## config.mk

```make
export PLATFORM = sky130hd
export DESIGN_NAME = addr_tuple_arbiter
export DESIGN_NICKNAME = d
export VERILOG_FILES = /design/src/rtl/addr_pkg.sv /design/src/rtl/addr_tuple_arbiter_rr_arbiter.sv /design/src/rtl/addr_tuple_arbiter.sv
export SDC_FILE = /design/constraint.sdc
export NUM_CORES = 1
export LEC_CHECK = 0
export CELL_PAD_IN_SITES_DETAIL_PLACEMENT = 0
export CELL_PAD_IN_SITES_GLOBAL_PLACEMENT = 2
export CORE_AREA = 2 2 380 382
export CTS_CLUSTER_SIZE = 20
export DETAILED_ROUTE_END_ITERATION = 8
export DIE_AREA = 0 0 382 384
export DONT_BUFFER_PORTS = 1
export GPL_TIMING_DRIVEN = 1
export PLACE_DENSITY = 0.38
export SYNTH_ARGS = -nofsm -noshare
export SYNTH_HDL_FRONTEND = slang
export SYNTH_SLANG_ARGS = --single-unit
```

## constraint.sdc

```tcl
create_clock -name clk -period 5.8 [get_ports clk]
set_clock_uncertainty 0.05 [all_clocks]
set_input_delay 1.16 -clock clk [delete_from_list [all_inputs] [get_ports clk]]
set_output_delay 1.16 -clock clk [all_outputs]
set_load 0.02 [all_outputs]
```

## src/rtl/addr_pkg.sv

```systemverilog
// Shared addressing-tuple definitions: field widths, field offsets, arbiter states
// and the dst/src group swap used to build reply addressing.
package addr_pkg;

    localparam int MAC_W   = 48;
    localparam int IP_W    = 32;
    localparam int PORT_W  = 16;
    localparam int TUPLE_W = 2 * (MAC_W + IP_W + PORT_W);

    // Field order from MSB: dst_mac, dst_ip, dst_port, src_mac, src_ip, src_port
    localparam int SRC_PORT_OFF = 0;
    localparam int SRC_IP_OFF   = SRC_PORT_OFF + PORT_W;
    localparam int SRC_MAC_OFF  = SRC_IP_OFF + IP_W;
    localparam int DST_PORT_OFF = SRC_MAC_OFF + MAC_W;
    localparam int DST_IP_OFF   = DST_PORT_OFF + PORT_W;
    localparam int DST_MAC_OFF  = DST_IP_OFF + IP_W;

    typedef enum logic {
        IDLE = 1'b0,
        HOLD = 1'b1
    } state_t;

    function automatic logic [TUPLE_W-1:0] swap_tuple(input logic [TUPLE_W-1:0] t);
        logic [TUPLE_W-1:0] r;
        r = t;
        r[DST_MAC_OFF  +: MAC_W]  = t[SRC_MAC_OFF  +: MAC_W];
        r[DST_IP_OFF   +: IP_W]   = t[SRC_IP_OFF   +: IP_W];
        r[DST_PORT_OFF +: PORT_W] = t[SRC_PORT_OFF +: PORT_W];
        r[SRC_MAC_OFF  +: MAC_W]  = t[DST_MAC_OFF  +: MAC_W];
        r[SRC_IP_OFF   +: IP_W]   = t[DST_IP_OFF   +: IP_W];
        r[SRC_PORT_OFF +: PORT_W] = t[DST_PORT_OFF +: PORT_W];
        return r;
    endfunction

endpackage

```

## src/rtl/addr_tuple_arbiter_rr_arbiter.sv

```systemverilog
// Combinational round-robin picker: first asserted request at or after ptr,
// wrapping modulo N_REQ. Returns one-hot grant plus its index.
module rr_arbiter #(
    parameter int N_REQ = 4,
    localparam int IDX_W = (N_REQ > 1) ? $clog2(N_REQ) : 1
) (
    input  logic [N_REQ-1:0] req,
    input  logic [IDX_W-1:0] ptr,
    output logic [N_REQ-1:0] grant,
    output logic [IDX_W-1:0] grant_idx,
    output logic             valid
);

    logic [IDX_W-1:0] idx;

    // Walk the search order backwards so the closest request to ptr wins last
    always_comb begin
        grant     = '0;
        grant_idx = '0;
        valid     = 1'b0;
        idx       = '0;
        for (int k = N_REQ - 1; k >= 0; k--) begin
            idx = IDX_W'((int'(ptr) + k) % N_REQ);
            if (req[idx]) begin
                grant_idx = idx;
                valid     = 1'b1;
            end
        end
        if (valid) begin
            grant[grant_idx] = 1'b1;
        end
    end

endmodule

```

## src/rtl/addr_tuple_arbiter.sv

```systemverilog
// Round-robin arbiter sharing one header-address path between N_REQ parsers, with
// hold timeout and drop counter. Define ADDR_SWAP_EN to add swap_en (reply addressing).
module addr_tuple_arbiter #(
    parameter int N_REQ   = 4,
    parameter int TUPLE_W = 192,
    parameter int TIMEOUT = 1024,
    parameter int CNT_W   = 16
) (
    input  logic                       clk,
    input  logic                       aresetn,
    input  logic [N_REQ-1:0]           req_valid,
    output logic [N_REQ-1:0]           req_ready,
    input  logic [N_REQ*TUPLE_W-1:0]   req_tuple,
`ifdef ADDR_SWAP_EN
    input  logic                       swap_en,
`endif
    output logic                       out_valid,
    input  logic                       out_ready,
    output logic [TUPLE_W-1:0]         out_tuple,
    output logic [$clog2(N_REQ)-1:0]   out_src_id,
    output logic                       drop_pulse,
    output logic [CNT_W-1:0]           drop_count
);
    import addr_pkg::*;

    localparam int ID_W    = $clog2(N_REQ);
    localparam int TIMER_W = $clog2(TIMEOUT);

    state_t               state, state_next;
    logic [ID_W-1:0]      rr_ptr;
    logic [TIMER_W-1:0]   timer;
    logic [N_REQ-1:0]     grant;
    logic [ID_W-1:0]      grant_idx;
    logic                 grant_valid;
    logic                 accept;
    logic                 expire;
    logic [TUPLE_W-1:0]   sel_tuple;
    logic [TUPLE_W-1:0]   latch_tuple;

    rr_arbiter #(.N_REQ(N_REQ)) u_rr (
        .req       (req_valid),
        .ptr       (rr_ptr),
        .grant     (grant),
        .grant_idx (grant_idx),
        .valid     (grant_valid)
    );

    assign sel_tuple = req_tuple[grant_idx * TUPLE_W +: TUPLE_W];

`ifdef ADDR_SWAP_EN
    assign latch_tuple = swap_en ? swap_tuple(sel_tuple) : sel_tuple;
`else
    assign latch_tuple = sel_tuple;
`endif

    always_ff @(posedge clk or negedge aresetn) begin
        if (!aresetn) begin
            state <= IDLE;
        end else begin
            state <= state_next;
        end
    end

    // out_ready wins over expiry, so a tuple accepted on the last cycle is delivered
    always_comb begin
        state_next = state;
        req_ready  = '0;
        accept     = 1'b0;
        expire     = 1'b0;
        case (state)
            IDLE: begin
                req_ready = grant;
                if (grant_valid) begin
                    accept     = 1'b1;
                    state_next = HOLD;
                end
            end
            HOLD: begin
                if (out_ready) begin
                    state_next = IDLE;
                end else if (timer == TIMER_W'(TIMEOUT - 1)) begin
                    expire     = 1'b1;
                    state_next = IDLE;
                end
            end
            default: state_next = IDLE;
        endcase
    end

    assign out_valid = (state == HOLD);

    always_ff @(posedge clk or negedge aresetn) begin
        if (!aresetn) begin
            rr_ptr     <= '0;
            timer      <= '0;
            out_tuple  <= '0;
            out_src_id <= '0;
            drop_pulse <= 1'b0;
            drop_count <= '0;
        end else begin
            drop_pulse <= expire;
            if (accept) begin
                out_tuple  <= latch_tuple;
                out_src_id <= grant_idx;
                timer      <= '0;
                rr_ptr     <= (grant_idx == ID_W'(N_REQ - 1)) ? '0 : grant_idx + 1'b1;
            end else if (state == HOLD && !out_ready && !expire) begin
                timer <= timer + 1'b1;
            end
            if (expire && drop_count != '1) begin
                drop_count <= drop_count + 1'b1;
            end
        end
    end

endmodule

```

==> qor.txt, run 1 <==
critical path cell sequence = nor3b_1 > a21oi_4 > nand2_8 > inv_1 > ha_1 > and2_1
hpwl dp = 63.9 mm
largest area contributor in the synthesized netlist = dfrtp_1
die height = 384 um
Site Rows = 139
die area = 0.147 sq mm
synthesized instance count = 1473
IO Pins = 991
Critical-path top delay cell = nand2_8
largest net degree at the start of global routing = 225
nets@finish = 2162
Vias = 12908
Overflow after GRT = 0
Starting Density = 10.0%
Slew @ Worst Pin = 1.42 ns
CTS tree = done
Syn Area/Cell = 9.72 sq um
antenna violations before repair = 32
sequential share of the synthesized area = 39.2%
Synth Warn # = 0
Core Util, Final = 12.2%
most common cell in the synthesized netlist = dfrtp_1
vias in the first global route = 13293
period utilization = 68.4%
Worst Setup Path Type = in -> out
WL/cell = 25.6 um
GRT Util Overall = 10.9%
status = completed
clk sinks = 224
H-tree levels = 2
syn nets = 2251
Post-CTS Setup Inserts = 0
cts bufs inserted = 35
CORE AREA = 0.143 sq mm
Final Wtd Congestion = 0.897
Hold Crit Class = in -> async
maxcap violations = 0
Setup WS post-layout = 1.83 ns
Tmin final = 3.97 ns
Async S/R FF share, synth = 100%
Buf/Inv on CP = 1
Top FF cell, synth = dfrtp_1
setup_tns = 0 ns
arrival time at the worst endpoint = 2.76 ns
Req. time, crit path = 4.59 ns
Post-synth EDFFs = 0
fmax = 252 MHz
final setup fails = 0
Static Leak = 6.45 nW
Tot Pwr = 9.81 mW
IO buf count = 0
nature of the critical path endpoint = primary output
RSZ-0062 raised after global routing = false
fin. max-slew vios = 0
clk root buf = clkbuf_16
CTS Hold Bufs = 0
number of distinct library cells after synthesis = 48
Power Dens Cells = 561 mW/mm^2
Fin Hold WS = 0.239 ns
Slew HR = 5.40%
CP startpoint kind = input port
commonest cells in the netlist = 224 x dfrtp_1, 205 x nor2_1, 195 x and3_1, 195 x mux2i_1, 193 x a211oi_1
Initial DRC Count = 731
CP max FO = 64
Worst-Skew Late Latency = 0.57 ns
Residual DRC = 0
crit-path max cell delay = 0.43 ns
family with the most delay on the worst path = simple AND/OR/NAND/NOR gates
DR vias/cell = 3.87
Worst-path clk slew = 0.05 ns
VDD IR-drop max = 0.000218 V
share of cells above drive strength 1 = 8.59%
# resized after CTS = 0
pre-CTS setup slack = 1.65 ns
mapped cell area = 0.0143 sq mm
post-route ant nets = 0
Die Wd = 382 um
WL final = 85.3 mm
dominant cells by area after synthesis = dfrtp_1 39%, mux2i_1 14%, a211oi_1 10%, a2111oi_0 9.1%, and3_1 8.5%
Synth-to-Final Area Change = 22.1%
first-pass GRT wire length = 114 mm
Longest Clk Path Bufs = 3
post-synth top area share = 39.2%
Synth Register Bits = 224
Fin. Hold Viols = 0
DR pass1 iterations = 4
Layout fillers = 16305
cell families (layout without fill, tap and decap cells):
logic type / after synthesis / in the layout / synth area share (%)
other cells: 0 / 21 / 0
flops: 224 / 224 / 39.2
simple gates: 449 / 449 / 15.8
compound gates: 405 / 405 / 23.8
fa+ha+maj: 3 / 3 / 0.262
buf+inv: 176 / 111 / 6.05
mux: 196 / 196 / 13.7
xor+xnor: 20 / 20 / 1.22
per-layer routing:
layer | up-vias | GRT usage [%] | part of all wire, %
met2 | 664 | 19.5 | 51
met3 | 131 | 3.18 | 7.1
met1 | 6477 | 12.4 | 38
met4 | 16 | 3.22 | 3.0
li1 | 5620 | - | -
met5 | - | 0 | 0.11
cells in the final DEF (no fill, tap or decap), types with 2 or more instances in the layout:
cell type  instances
dfrtp_1          224
nor2_1           204
mux2i_1          195
and3_1           195
a211oi_1         193
a2111oi_0        142
buf_4             40
a2111oi_1         39
clkbuf_16         35
diode_2           21
nand2_1           16
xnor2_1           13
a2111oi_2         11
clkbuf_1          11
nand4_1           10
clkbuf_8           9
nand3_1            8
xor2_1             7
buf_12             5
inv_1              4
a21oi_1            4
nor3_1             3
o21ai_0            3
ha_1               3
inv_6              3
nor2_4             2
and4_1             2
a41oi_1            2
o311ai_0           2
clkinv_2           2
path summary, 6_finish.rpt:
path / startpoint / endpoint / slack [ns] / cells after the start
max in group asynchronous: aresetn / out_tuple[33]$_DFFE_PN0P_ / 4.67 / 0
max reg2reg: rr_ptr[1]$_DFFE_PN0P_ / out_tuple[77]$_DFFE_PN0P_ / 2.47 / 6
min reg2reg: timer[9]$_DFFE_PN0P_ / timer[9]$_DFFE_PN0P_ / 0.46 / 1
min: aresetn / out_tuple[128]$_DFFE_PN0P_ / 0.24 / 0
min in group clk: timer[9]$_DFFE_PN0P_ / timer[9]$_DFFE_PN0P_ / 0.46 / 1
max: req_valid[0] / req_ready[3] / 1.83 / 6
final cells by class:
class / instances / area (sq um) / area share (%)
Antenna cell: 21 / 52.6 / 0.301
Clock buffer: 55 / 1040 / 5.95
Clock inverter: 6 / 66.3 / 0.379
Inverter: 5 / 18.8 / 0.107
Multi-Input combinational cell: 1073 / 7920 / 45.3
Sequential cell: 224 / 5610 / 32.1
Tap cell: 1903 / 2380 / 13.6
Timing Repair Buffer: 45 / 400 / 2.29
state kept, by name, summed over array words and instances (netlist names):
name,cells
rr_ptr,2
drop_pulse,1
out_src_id,2
out_valid,1
drop_count,16
timer,10
out_tuple,192
report_power, final:
group | switching (mW) | internal [mW]
combinational | 2.55 | 1.31
sequential | 1.55 | 2.26
clock | 0.871 | 1.27
stage by stage:
stage | cells | area [sq um]
3_5_place_dp | 3250 | 16300
5_1_grt | 3316 | 17400
6_report | 3332 | 17500
2_1_floorplan | 1473 | 14300
4_1_cts | 3311 | 17400
3_3_place_gp | 3250 | 16300
(Power assumes the default switching activity.)
==> run 2, diff against run 1 <==
Settings changed: ABC_AREA set to 1, CORE_AREA 2 2 380 382 to 2 2 390 392, DIE_AREA 0 0 382 384 to 0 0 392 394, PLACE_DENSITY 0.38 to 0.48.
Clock period 5.8 ns to 3.2 ns, I/O delays scaled along.
==> qor.txt, run 2 <==
status = finished with violations
violated checks = hold timing
nature of the critical path endpoint = primary output
die height = 394 um
largest area contributor in the synthesized netlist = dfrtp_1
biggest regs = out_tuple (192), drop_count (16), timer (10)
WL/cell = 21.4 um
CP startpoint = rr_ptr[0]$_DFFE_PN0P_
Residual DRC = 0
switching power = 20.9 mW
first-pass GRT wire length = 158 mm
DR pass1 iterations = 5
r2r endpoint = out_tuple[53]$_DFFE_PN0P_
Die Wd = 392 um
period utilization = 95.2%
WL final = 114 mm
largest net degree at the start of global routing = 225
DR vias/cell = 3.79
Tot Pwr = 35.4 mW
Tmin final = 3.05 ns
switching share of power = 59.0%
Synth-to-Final Area Change = 22.0%
maxcap violations = 0
Hold Crit Class = in -> async
Post-synth EDFFs = 0
Overflow after GRT = 0
nets@finish = 4029
Worst-path clk slew = 0.06 ns
Req. time, crit path = 2.51 ns
Fin Hold WS = -0.297 ns
Slew HR = 32.7%
CTS tree = done
antenna violations before repair = 42
sequential share of the synthesized area = 29.9%
clk sinks = 224
Initial DRC Count = 963
Syn Area/Cell = 5.62 sq um
Top FF cell, synth = dfrtp_1
die area = 0.154 sq mm
fmax = 328 MHz
CP startpoint kind = flip-flop
CP max FO = 6
Fin. Hold Viols = 224
Vias = 20206
Gate power share = 65.9%
Reg power frac = 20.4%
Longest Clk Path Bufs = 3
clock share of power = 13.6%
share of cells above drive strength 1 = 6.03%
IO buf count = 0
max FFs per register = 192
post-route ant nets = 0
FF-to-FF setup slack = 0.47 ns
Async S/R FF share, synth = 100%
worst setup path end = req_ready[3]
Worst Setup Path Type = reg -> out
commonest cells in the netlist = 1217 x nand2_1, 802 x inv_1, 782 x nand3_1
final setup fails = 0
most common cell in the synthesized netlist = nand2_1
Power Dens Cells = 1550 mW/mm^2
depth of the most critical reg-to-reg path = 17
H-tree levels = 2
Synth Register Bits = 224
Slew @ Worst Pin = 1.01 ns
IO Pins = 991
fin. max-slew vios = 0
most frequent cells in the layout = 1200 x nand2_1, 796 x inv_1, 779 x nand3_1, 223 x dfrtp_1, 62 x buf_4
CORE AREA = 0.151 sq mm
Starting Density = 12.4%
Site Rows = 143
Static Leak = 13.5 nW
synthesized instance count = 3331
Layout fillers = 17917
cts bufs inserted = 40
VDD IR-drop max = 0.00116 V
hpwl dp = 85.9 mm
arrival time at the worst endpoint = 2.36 ns
Worst-Skew Late Latency = 0.58 ns
dominant cells by area after synthesis = dfrtp_1 30%, nand2_1 24%, nand3_1 21%, inv_1 16%, buf_2 3.5%
post-synth top area share = 29.9%
number of distinct library cells after synthesis = 26
vias in the first global route = 20423
clk root buf = clkbuf_16
mapped cell area = 0.0187 sq mm
Pint = 14.5 mW
syn nets = 4109
worst r2r src = rr_ptr[0]$_DFFE_PN0P_
Final Wtd Congestion = 0.815
GRT Util Overall = 14.2%
commonest non-fill, non-tap cell in the layout = nand2_1
Core Util, Final = 15.2%
Synth Warn # = 0
Biggest register = out_tuple
-- run 2: through the flow --
| stage | setup WS, ns | instances | area (sq um) | setup TNS (ns) | hold slack [ns] |
|---|---|---|---|---|---|
| floorplan | 0.432 | 3331 | 18700 | 0 | 0.294 |
| global placement | 0.184 | 5220 | 21100 | 0 | 0.312 |
| detailed placement | 0.216 | 5220 | 21100 | 0 | 0.310 |
| CTS | -0.00388 | 5304 | 22700 | -0.00388 | -0.374 |
| global route | -0.00704 | 5327 | 22800 | -0.00766 | -0.360 |
| finish | 0.153 | 5332 | 22800 | 0 | -0.297 |
-- run 2: per-layer routing --
metal	global-route usage, %	part of all wire, %
met1	15.9	39
met2	24.6	50
met3	5.35	8.8
met4	4.55	2.6
met5	0	0.11
-- run 2: worst min-delay path by stage --
stage	end	slack, ns	start
CTS	out_tuple[3]$_DFFE_PN0P_	-0.37	aresetn
detailed placement	out_tuple[175]$_DFFE_PN0P_	0.31	aresetn
finish	out_tuple[175]$_DFFE_PN0P_	-0.30	aresetn
global route	out_tuple[177]$_DFFE_PN0P_	-0.36	aresetn
global placement	out_tuple[175]$_DFFE_PN0P_	0.31	aresetn
floorplan	drop_count[0]$_DFFE_PN0P_	0.29	aresetn
-- run 2: repair_timing --
| action | 4_1_cts | 5_1_grt |
|---|---|---|
| setup buffers | 12 | 7 |
| hold endpoints to repair | 224 | 224 |
| pin swaps | 8 | 11 |
| endpoints found under the setup margin | 4 | 3 |
| resized for setup | 29 | 20 |
-- run 2: cells by family (layout without fill, tap and decap cells) --
logic type,Yosys count,after routing,synth area share (%)
AO/OA/AOI/OAI,29,29,0.869
XOR/XNOR,14,14,0.655
adder cells (fa/ha/maj),3,3,0.201
buffers and inverters,1016,966,21.8
flip-flops,224,224,29.9
other,0,21,0
AND/OR/NAND/NOR,2045,2045,46.5
-- run 2: layout make-up --
| type | count | area, sq um | area share, % |
|---|---|---|---|
| flip-flops and latches | 224 | 5610 | 24.6 |
| repair buffers | 90 | 982 | 4.30 |
| multi-input cells | 2091 | 9220 | 40.4 |
| inverters | 804 | 3040 | 13.3 |
| well taps | 2030 | 2540 | 11.1 |
| diodes | 21 | 52.6 | 0.230 |
| clock inverters | 14 | 216 | 0.948 |
| clock buffers | 58 | 1190 | 5.20 |
-- run 2: power by group through the flow --
| stage | clock [mW] | combinational (mW) | sequential (mW) |
|---|---|---|---|
| 2_1_floorplan | 0 | 15.8 | 6.41 |
| 3_3_place_gp | 0 | 23.6 | 7.40 |
| 3_5_place_dp | 0 | 23.5 | 7.36 |
| 4_1_cts | 5.13 | 24.0 | 7.33 |
| 5_1_grt | 5.19 | 26.6 | 7.40 |
| 6_report | 4.83 | 23.4 | 7.24 |
-- run 2: worst max-delay path, cell delays in order, from the launching register on --
cell and delay, ns:
dfrtp_1 0.41, buf_6 0.15, nand2_2 0.08, nand3_2 0.08, nand2_2 0.11, inv_2 0.04
nor2_2 0.14, nor2_4 0.06, nand2_8 0.07, nand2_8 0.07, inv_2 0.06, ha_4 0.13
inv_1 0.06, nor2_4 0.16, buf_6 0.14
==> run 3, diff against run 2 <==
Settings changed: CORE_AREA 2 2 390 392 to 2 2 386 388, DIE_AREA 0 0 392 394 to 0 0 388 390, PLACE_DENSITY 0.48 to 0.47.
Clock period 3.2 ns to 3.65 ns, I/O delays scaled along.
==> qor.txt, run 3 (synthesized netlist as in run 2, its figures left out) <==
setup_tns = 0 ns
dpl cells = 5092
Final Wtd Congestion = 0.826
violated checks = hold timing
Die Wd = 388 um
CORE AREA = 0.147 sq mm
Worst Setup Path Type = reg -> out
Power Dens Cells = 1350 mW/mm^2
die height = 390 um
post-route ant nets = 0
IO buf count = 0
depth of the most critical reg-to-reg path = 15
fin cells = 5187
cts bufs inserted = 37
H-tree levels = 2
biggest regs = out_tuple (192), drop_count (16), timer (10)
CTS tree = done
Fin. Hold Viols = 224
Worst-Skew Late Latency = 0.58 ns
Overflow after GRT = 0
clk sinks = 224
Site Rows = 141
GRT Util Overall = 14.3%
Initial DRC Count = 1029
status = finished with violations
IO Pins = 991
maxcap violations = 0
most frequent CP cell = nand2_1
most frequent cells in the layout = 1215 x nand2_1, 801 x inv_1, 782 x nand3_1, 223 x dfrtp_1, 38 x clkbuf_16
worst r2r src = rr_ptr[0]$_DFFE_PN0P_
Static Leak = 13.2 nW
worst setup path end = req_ready[2]
arrival time at the worst endpoint = 2.60 ns
Slew @ Worst Pin = 0.981 ns
Req. time, crit path = 2.87 ns
CP startpoint kind = flip-flop
VDD IR-drop max = 0.00107 V
first-pass GRT wire length = 157 mm
commonest non-fill, non-tap cell in the layout = nand2_1
DR pass1 iterations = 7
final setup fails = 0
period utilization = 92.6%
Layout fillers = 17573
family with the most delay on the worst path = simple AND/OR/NAND/NOR gates
fin. max-slew vios = 0
fmax = 296 MHz
hpwl dp = 84.1 mm
WL final = 112 mm
CP max FO = 6
Tmin final = 3.38 ns
Starting Density = 12.7%
r2r endpoint = out_tuple[159]$_DFFE_PN0P_
clk root buf = clkbuf_16
Slew HR = 34.6%
Fin Hold WS = -0.212 ns
CP startpoint = rr_ptr[0]$_DFFE_PN0P_
crit-path max cell delay = 0.46 ns
nature of the critical path endpoint = primary output
Setup WS post-layout = 0.270 ns
die area = 0.151 sq mm
Critical-path top delay cell = dfrtp_2
Buf/Inv on CP = 5
Synth-to-Final Area Change = 17.5%
largest net degree at the start of global routing = 225
DR vias/cell = 3.83
Residual DRC = 0
Longest Clk Path Bufs = 3
Stages on worst setup path = 13
max FFs per register = 192
vias in the first global route = 20494
antenna violations before repair = 39
nets@finish = 3988
share of cells above drive strength 1 = 3.77%
Vias = 19874
Hold Crit Class = in -> async
FF-to-FF setup slack = 0.57 ns
Biggest register = out_tuple
critical path cell sequence = buf_4 > nand2_1 > nand2_1 > nand2_1 > nand2_2 > inv_1 > nand3_1 > nand2_4 > inv_8 > nand2_1 > buf_4 > nor2_1 > buf_4
WL/cell = 21.7 um
Worst-path clk slew = 0.06 ns
RSZ-0062 raised after global routing = false
pre-CTS setup slack = 0.378 ns
-- run 3: final cells by class --
type | count | area, sq um | area share (%)
diodes | 23 | 57.6 | 0.262
clock buffers | 54 | 1090 | 4.96
clock inverters | 9 | 76.3 | 0.347
inverters | 804 | 3040 | 13.8
multi-input cells | 2091 | 9100 | 41.4
flip-flops and latches | 224 | 5610 | 25.5
well taps | 1930 | 2410 | 11.0
repair buffers | 52 | 603 | 2.74
-- run 3: timing repair --
item | in CTS | in global routing
resized for setup | 5 | 4
setup endpoints to repair | 4 | 4
pin swaps | 0 | 2
hold endpoints to repair | 224 | 224
setup buffers | 3 | 6
-- run 3: how the worst min path moves through the flow --
stage                     startpoint                    endpoint  cells after the start
after floorplan              aresetn   drop_count[0]$_DFFE_PN0P_                      0
after global placement       aresetn  out_tuple[176]$_DFFE_PN0P_                      0
after detailed placement     aresetn  out_tuple[176]$_DFFE_PN0P_                      0
after CTS                    aresetn  out_tuple[176]$_DFFE_PN0P_                      0
after global routing         aresetn  out_tuple[176]$_DFFE_PN0P_                      0
final                        aresetn  out_tuple[176]$_DFFE_PN0P_                      0
-- run 3: stage by stage --
step           area [sq um]  hold slack [ns]  util (%)  power, mW
2_1_floorplan         18700            0.384         -       19.5
3_3_place_gp          20700            0.397      14.0       26.7
3_5_place_dp          20700            0.398      14.0       26.6
4_1_cts               21900           -0.300      14.9       30.6
5_1_grt               22000           -0.267      14.9       32.9
6_report              22000           -0.212      14.9       29.7
-- run 3: worst register-to-register path: stages, from the launching register on --
cell and delay, ns:
dfrtp_2 0.46, buf_4 0.16, nand2_1 0.05, nand2_1 0.07
nand2_1 0.14, nand2_2 0.09, o21ai_2 0.27, nand2_8 0.13
nand2_8 0.12, buf_4 0.14, buf_4 0.64, nand2_1 0.20
nand3_1 0.10, nand2_1 0.18, nand2_1 0.11, nand2_1 0.06
-- run 3: per-layer routing --
metal / global-route usage, % / wire, um / vias to the layer above
li1: - / - / 9677
met1: 16.2 / 44100 / 9426
met2: 24.6 / 55800 / 629
met3: 5.05 / 9360 / 122
met4: 5.25 / 3010 / 20
met5: 0 / 115 / -
-- run 3: report_power, final --
group / switching [mW] / leakage [nW] / internal [mW] / total [mW]
combinational: 14.0 / 9.82 / 5.73 / 19.7
clock: 1.50 / 0.572 / 2.07 / 3.57
sequential: 2.71 / 2.77 / 3.70 / 6.41
